### src/rtl/demux2_stream.sv
// Registered 1-to-2 stream demultiplexer. Each output port owns a one-entry
// buffer, so a stalled port never blocks beats steered to the other port.
module demux2_stream_port #(
  parameter int WIDTH     = 2,
  parameter int CNT_WIDTH = 8
) (
  input  logic                 clk,
  input  logic                 rst_n,
  input  logic                 i_acc,
  input  logic [WIDTH-1:0]     i_data,
  input  logic                 i_ready,
  output logic                 o_valid,
  output logic [WIDTH-1:0]     o_data,
  output logic [CNT_WIDTH-1:0] o_cnt
);
  typedef enum logic {EMPTY, FULL} state_t;

  state_t               r_state;
  logic [WIDTH-1:0]     r_data;
  logic [CNT_WIDTH-1:0] r_cnt;
  logic                 w_drain;

  assign w_drain = (r_state == FULL) & i_ready;

  always_ff @(posedge clk or negedge rst_n) begin
    if (!rst_n) begin
      r_state <= EMPTY;
      r_data  <= '0;
      r_cnt   <= '0;
    end else begin
      if (w_drain) r_cnt <= r_cnt + 1'b1;
      case (r_state)
        EMPTY: if (i_acc) begin
          r_state <= FULL;
          r_data  <= i_data;
        end
        FULL: begin
          // An accept into a full port only happens alongside a drain: pass-through.
          if (i_acc)        r_data  <= i_data;
          else if (w_drain) r_state <= EMPTY;
        end
        default: r_state <= EMPTY;
      endcase
    end
  end

  assign o_valid = (r_state == FULL);
  assign o_data  = r_data;
  assign o_cnt   = r_cnt;
endmodule

module demux2_stream #(
  parameter int WIDTH     = 2,
  parameter int CNT_WIDTH = 8
) (
  input  logic                 clk,
  input  logic                 rst_n,
  input  logic                 i_in_valid,
  output logic                 o_in_ready,
  input  logic                 i_in_sel,
  input  logic [WIDTH-1:0]     i_in_data,
  output logic                 o_out0_valid,
  input  logic                 i_out0_ready,
  output logic [WIDTH-1:0]     o_out0_data,
  output logic                 o_out1_valid,
  input  logic                 i_out1_ready,
  output logic [WIDTH-1:0]     o_out1_data,
  output logic [CNT_WIDTH-1:0] o_cnt0,
  output logic [CNT_WIDTH-1:0] o_cnt1
);
  localparam int NUM_PORTS = 2;

  logic [NUM_PORTS-1:0]                w_vld;
  logic [NUM_PORTS-1:0]                w_rdy;
  logic [NUM_PORTS-1:0]                w_acc;
  logic [NUM_PORTS-1:0][WIDTH-1:0]     w_data;
  logic [NUM_PORTS-1:0][CNT_WIDTH-1:0] w_cnt;

  assign w_rdy      = {i_out1_ready, i_out0_ready};
  assign o_in_ready = ~w_vld[i_in_sel] | w_rdy[i_in_sel];

  for (genvar g = 0; g < NUM_PORTS; g++) begin : g_port
    assign w_acc[g] = i_in_valid & o_in_ready & (i_in_sel == 1'(g));
    demux2_stream_port #(.WIDTH(WIDTH), .CNT_WIDTH(CNT_WIDTH)) u_port (
      .clk    (clk),
      .rst_n  (rst_n),
      .i_acc  (w_acc[g]),
      .i_data (i_in_data),
      .i_ready(w_rdy[g]),
      .o_valid(w_vld[g]),
      .o_data (w_data[g]),
      .o_cnt  (w_cnt[g])
    );
  end

  assign o_out0_valid = w_vld[0];
  assign o_out1_valid = w_vld[1];
  assign o_out0_data  = w_data[0];
  assign o_out1_data  = w_data[1];
  assign o_cnt0       = w_cnt[0];
  assign o_cnt1       = w_cnt[1];
endmodule

### config.mk
export PLATFORM = sky130hd
export DESIGN_NAME = demux2_stream
export DESIGN_NICKNAME = d
export VERILOG_FILES = /design/src/rtl/demux2_stream.sv
export SDC_FILE = /design/constraint.sdc
export NUM_CORES = 1
export LEC_CHECK = 0
export BUFFER_PORTS_ARGS = -buffer_cell sky130_fd_sc_hd__clkbuf_2
export CAP_MARGIN = 5
export CORE_MARGIN = 1.5
export CORE_UTILIZATION = 48
export CTS_CLUSTER_DIAMETER = 50
export DETAILED_ROUTE_END_ITERATION = 10
export PLACE_DENSITY = 0.76
export SYNTH_ARGS = -nofsm -noshare
export SYNTH_HDL_FRONTEND = slang
export SYNTH_SLANG_ARGS = --single-unit
### constraint.sdc
create_clock -name clk -period 1.6 [get_ports clk]
set_clock_uncertainty 0.1 [all_clocks]
set_input_delay 0.16 -clock clk [delete_from_list [all_inputs] [get_ports clk]]
set_output_delay 0.16 -clock clk [all_outputs]
set_load 0.02 [all_outputs]
==> run summary <==
crit path cell chain -> and2b_1, a21oi_1, buf_2
Sw Pwr -> 0.737 mW
CP Depth -> 3
actual slew at the worst max-slew pin -> 0.521 ns
vias in the first global route -> 600
share of power burned in registers -> 0.451
post-layout minimum cycle time -> 1.49 ns
initial DRC count -> 4
Setup CP Type -> reg -> out
row count -> 15
CP Buf/Inv Count -> 1
Worst R2R Setup Slack -> 0.23 ns
RSZ-0062 raised after global routing -> no
Finished Cell Area -> 1230 sq um
Syn Area/Cell -> 12.0 sq um
Seq/Total Area, Yosys -> 0.583
top cells by area in the synthesized netlist -> dfrtp_1 58%, xnor2_1 9.3%, mux2_2 7.2%, xor2_1 3.7%, nand2_1 3.2%
Logic pwr share -> 0.339
Fmax -> 669 MHz
Sink Count -> 22
hold_sp -> i_in_sel
initial core utilization -> 0.530
die height -> 47.4 microns
first-pass GRT wire length -> 2480 microns
Final GP Congestion -> 0.768
Final WS setup -> 0.105 ns
CP Launch Type -> flip-flop
dpl ws -> 0.248 ns
Post-Layout Cell Count -> 144
vias -> 693
Top Family by Delay on Critical Path -> flip-flops
first-pass iteration count of the detailed router -> 3
crit path max fanout -> 5
clk buf depth -> 2
total CTS buffers -> 3
core footprint -> 1780 sq um
antenna-violating nets left -> 0
I/O Pins -> 31
switching share of power -> 0.372
HP Class -> in -> reg
Fin Setup TNS -> 0 ns
normalized max-slew margin -> 0.653
#FFs+latches synth -> 22
Yosys warnings -> 0
Hold Path Sink -> g_port[1].u_port.o_valid$_DFF_PN0_
Setup Viol. Count Final -> 0
grt total ovfl -> 0
vias per inst -> 4.81
final WL -> 1610 microns
# diodes -> 0
DRC Markers -> 0
GRT Total Usage -> 0.165
pin count of the biggest net entering global routing -> 23
share of layout cells above drive strength 1 -> 0.361
Hold Crit Depth -> 3
Clock Tree Root -> clkbuf_4
Placed Cells -> 134
NumNets Final -> 130
Placed Area -> 1130 sq um
CTS H-tree lvls -> 1
capturing point of the worst reg2reg path -> g_port[1].u_port.o_cnt[7]$_DFFE_PN0N_
wire per inst -> 11.2 microns
clock network power share -> 0.210
Hold Vio Cnt, Final -> 0
antenna violations before repair -> 0
DP Wirelength -> 1230 microns
clk slew on worst S/H paths -> 0.12 ns
max incr delay on CP -> 0.43 ns
outcome -> completed
Syn Std Cell Area -> 945 sq um
Mapped Nets -> 89
Final Max Tran Viols -> 0
IO Port Bufs -> 30
crit path DAT -> 1.23 ns
Reg2Reg Depth -> 3
Pint -> 1.24 mW
leakage power -> 0.615 nW
period utilization -> 0.934
share of the synthesized area in the top cell type -> 0.583
CTS tree -> built
power density over the cells -> 1610 nW/um^2
WP data required -> 1.34 ns
worst vdd ir -> 1.05 mV
full die area -> 2240 sq um
Synth area leader -> dfrtp_1
Cells after Synth -> 79
Worst Setup End Kind -> output pin
Area Growth Syn to Fin -> 30.6%
max-cap violations -> 0
synth unique cells -> 18
reg2reg start -> g_port[1].u_port.o_cnt[0]$_DFFE_PN0N_
Setup crit start -> g_port[1].u_port.o_valid$_DFF_PN0_
die width -> 47.4 microns
Slowest-stage cell, CP -> dfrtp_1
Clock Latency Late Sink -> 0.30 ns
## cell usage after synthesis (all sizes together)
cell type,count
or3b,1
inv,3
and2b,1
nand3,4
dfrtp,22
xnor2,10
nand2,8
mux2,6
nor2b,1
a21oi,1
and4,1
nor3,1
nor4,1
nand2b,3
nand4,3
ha,2
nor2,7
xor2,4
## worst register-to-register path, stage by stage, from the launching register on
cell and delay, ns:
dfrtp_1 0.43, and4_1 0.25, or3b_1 0.37, xnor2_1 0.13
## layout by cell type (no fill, tap or decap)
| cell | netlist | layout |
|---|---|---|
| clkbuf_2 | 0 | 29 |
| dfrtp_1 | 22 | 22 |
| xnor2_1 | 10 | 10 |
| nand2_1 | 8 | 8 |
| nor2_1 | 7 | 7 |
| mux2_2 | 6 | 6 |
| nand3_1 | 4 | 4 |
| xor2_1 | 4 | 4 |
| dlygate4sd3_1 | 0 | 4 |
| nand2b_1 | 3 | 3 |
| inv_1 | 3 | 3 |
| nand4_1 | 3 | 3 |
| clkbuf_4 | 0 | 3 |
| ha_1 | 2 | 2 |
| buf_4 | 0 | 2 |
| and2b_1 | 1 | 1 |
| a21oi_1 | 1 | 1 |
| nor2b_1 | 1 | 1 |
| and4_1 | 1 | 1 |
| or3b_1 | 1 | 1 |
| nor4_2 | 1 | 1 |
| nor3_1 | 1 | 1 |
| bufinv_16 | 0 | 1 |
| buf_2 | 0 | 1 |
## state kept, by name, indices dropped and copies added (netlist names)
signal                 cells
g_port.u_port.o_data       4
g_port.u_port.o_valid      2
g_port.u_port.o_cnt       16
## stage by stage
| stage | utilization | hold WS (ns) | power [mW] |
|---|---|---|---|
| 2_1_floorplan | - | -0.236 | 1.32 |
| 3_3_place_gp | 0.632 | 0.0618 | 1.54 |
| 3_5_place_dp | 0.632 | 0.0598 | 1.57 |
| 4_1_cts | 0.684 | 0.000991 | 2.00 |
| 5_1_grt | 0.692 | 0.0192 | 2.11 |
| 6_report | 0.692 | 0.00928 | 1.98 |
## cell type report
type	count	area, sq um
sequential	22	551
inverter	3	11.3
clock inverter	1	30.0
multi-input combinational	54	383
fill	165	549
clock buffer	3	22.5
timing repair buffer	36	205
tap	25	31.3
## logic make-up (layout without fill, tap and decap cells)
| logic type | after synthesis | count (layout) | synth area share |
|---|---|---|---|
| AOI/OAI and AO/OA | 1 | 1 | 0.00529 |
| xor gates and xnor gates | 14 | 14 | 0.130 |
| adders and majority gates | 2 | 2 | 0.0265 |
| buffers and inverters | 3 | 43 | 0.0119 |
| DFF | 22 | 22 | 0.583 |
| muxes | 6 | 6 | 0.0715 |
| and+or+nand+nor | 31 | 31 | 0.172 |
## power by group through the flow
| stage | combinational (mW) | clock, mW | sequential, mW |
|---|---|---|---|
| 6_report | 0.672 | 0.416 | 0.893 |
| 3_5_place_dp | 0.667 | 0 | 0.907 |
| 2_1_floorplan | 0.234 | 0 | 1.08 |
| 4_1_cts | 0.677 | 0.429 | 0.897 |
| 3_3_place_gp | 0.651 | 0 | 0.893 |
| 5_1_grt | 0.740 | 0.454 | 0.917 |
## metal layers
metal  up-vias  part of all wire  GRT usage  wire length [microns]
li1        345                 -          -                      -
met1       328              0.43      0.185                    686
met2        18              0.51      0.273                    828
met3         2             0.046     0.0385                     74
met4         0             0.013      0.117                     21
met5         -                 0          0                      0
## how the worst max path moves through the flow
stage,end,slack [ns]
2_1_floorplan,g_port[1].u_port.o_cnt[7]$_DFFE_PN0N_,0.17
3_3_place_gp,g_port[0].u_port.o_data[0]$_DFFE_PN0P_,0.29
3_5_place_dp,g_port[1].u_port.o_cnt[7]$_DFFE_PN0N_,0.25
4_1_cts,o_in_ready,0.07
5_1_grt,o_in_ready,0.01
6_report,o_in_ready,0.11
## repair_timing
| action | 4_1_cts | 5_1_grt |
|---|---|---|
| setup buffers | 0 | 2 |
| gates resized for setup | 0 | 1 |
| hold buffers | 4 | 0 |
| hold endpoints to repair | 27 | 0 |
| setup endpoints to repair | 0 | 1 |
No activity file was read; power rests on OpenSTA's default activity.
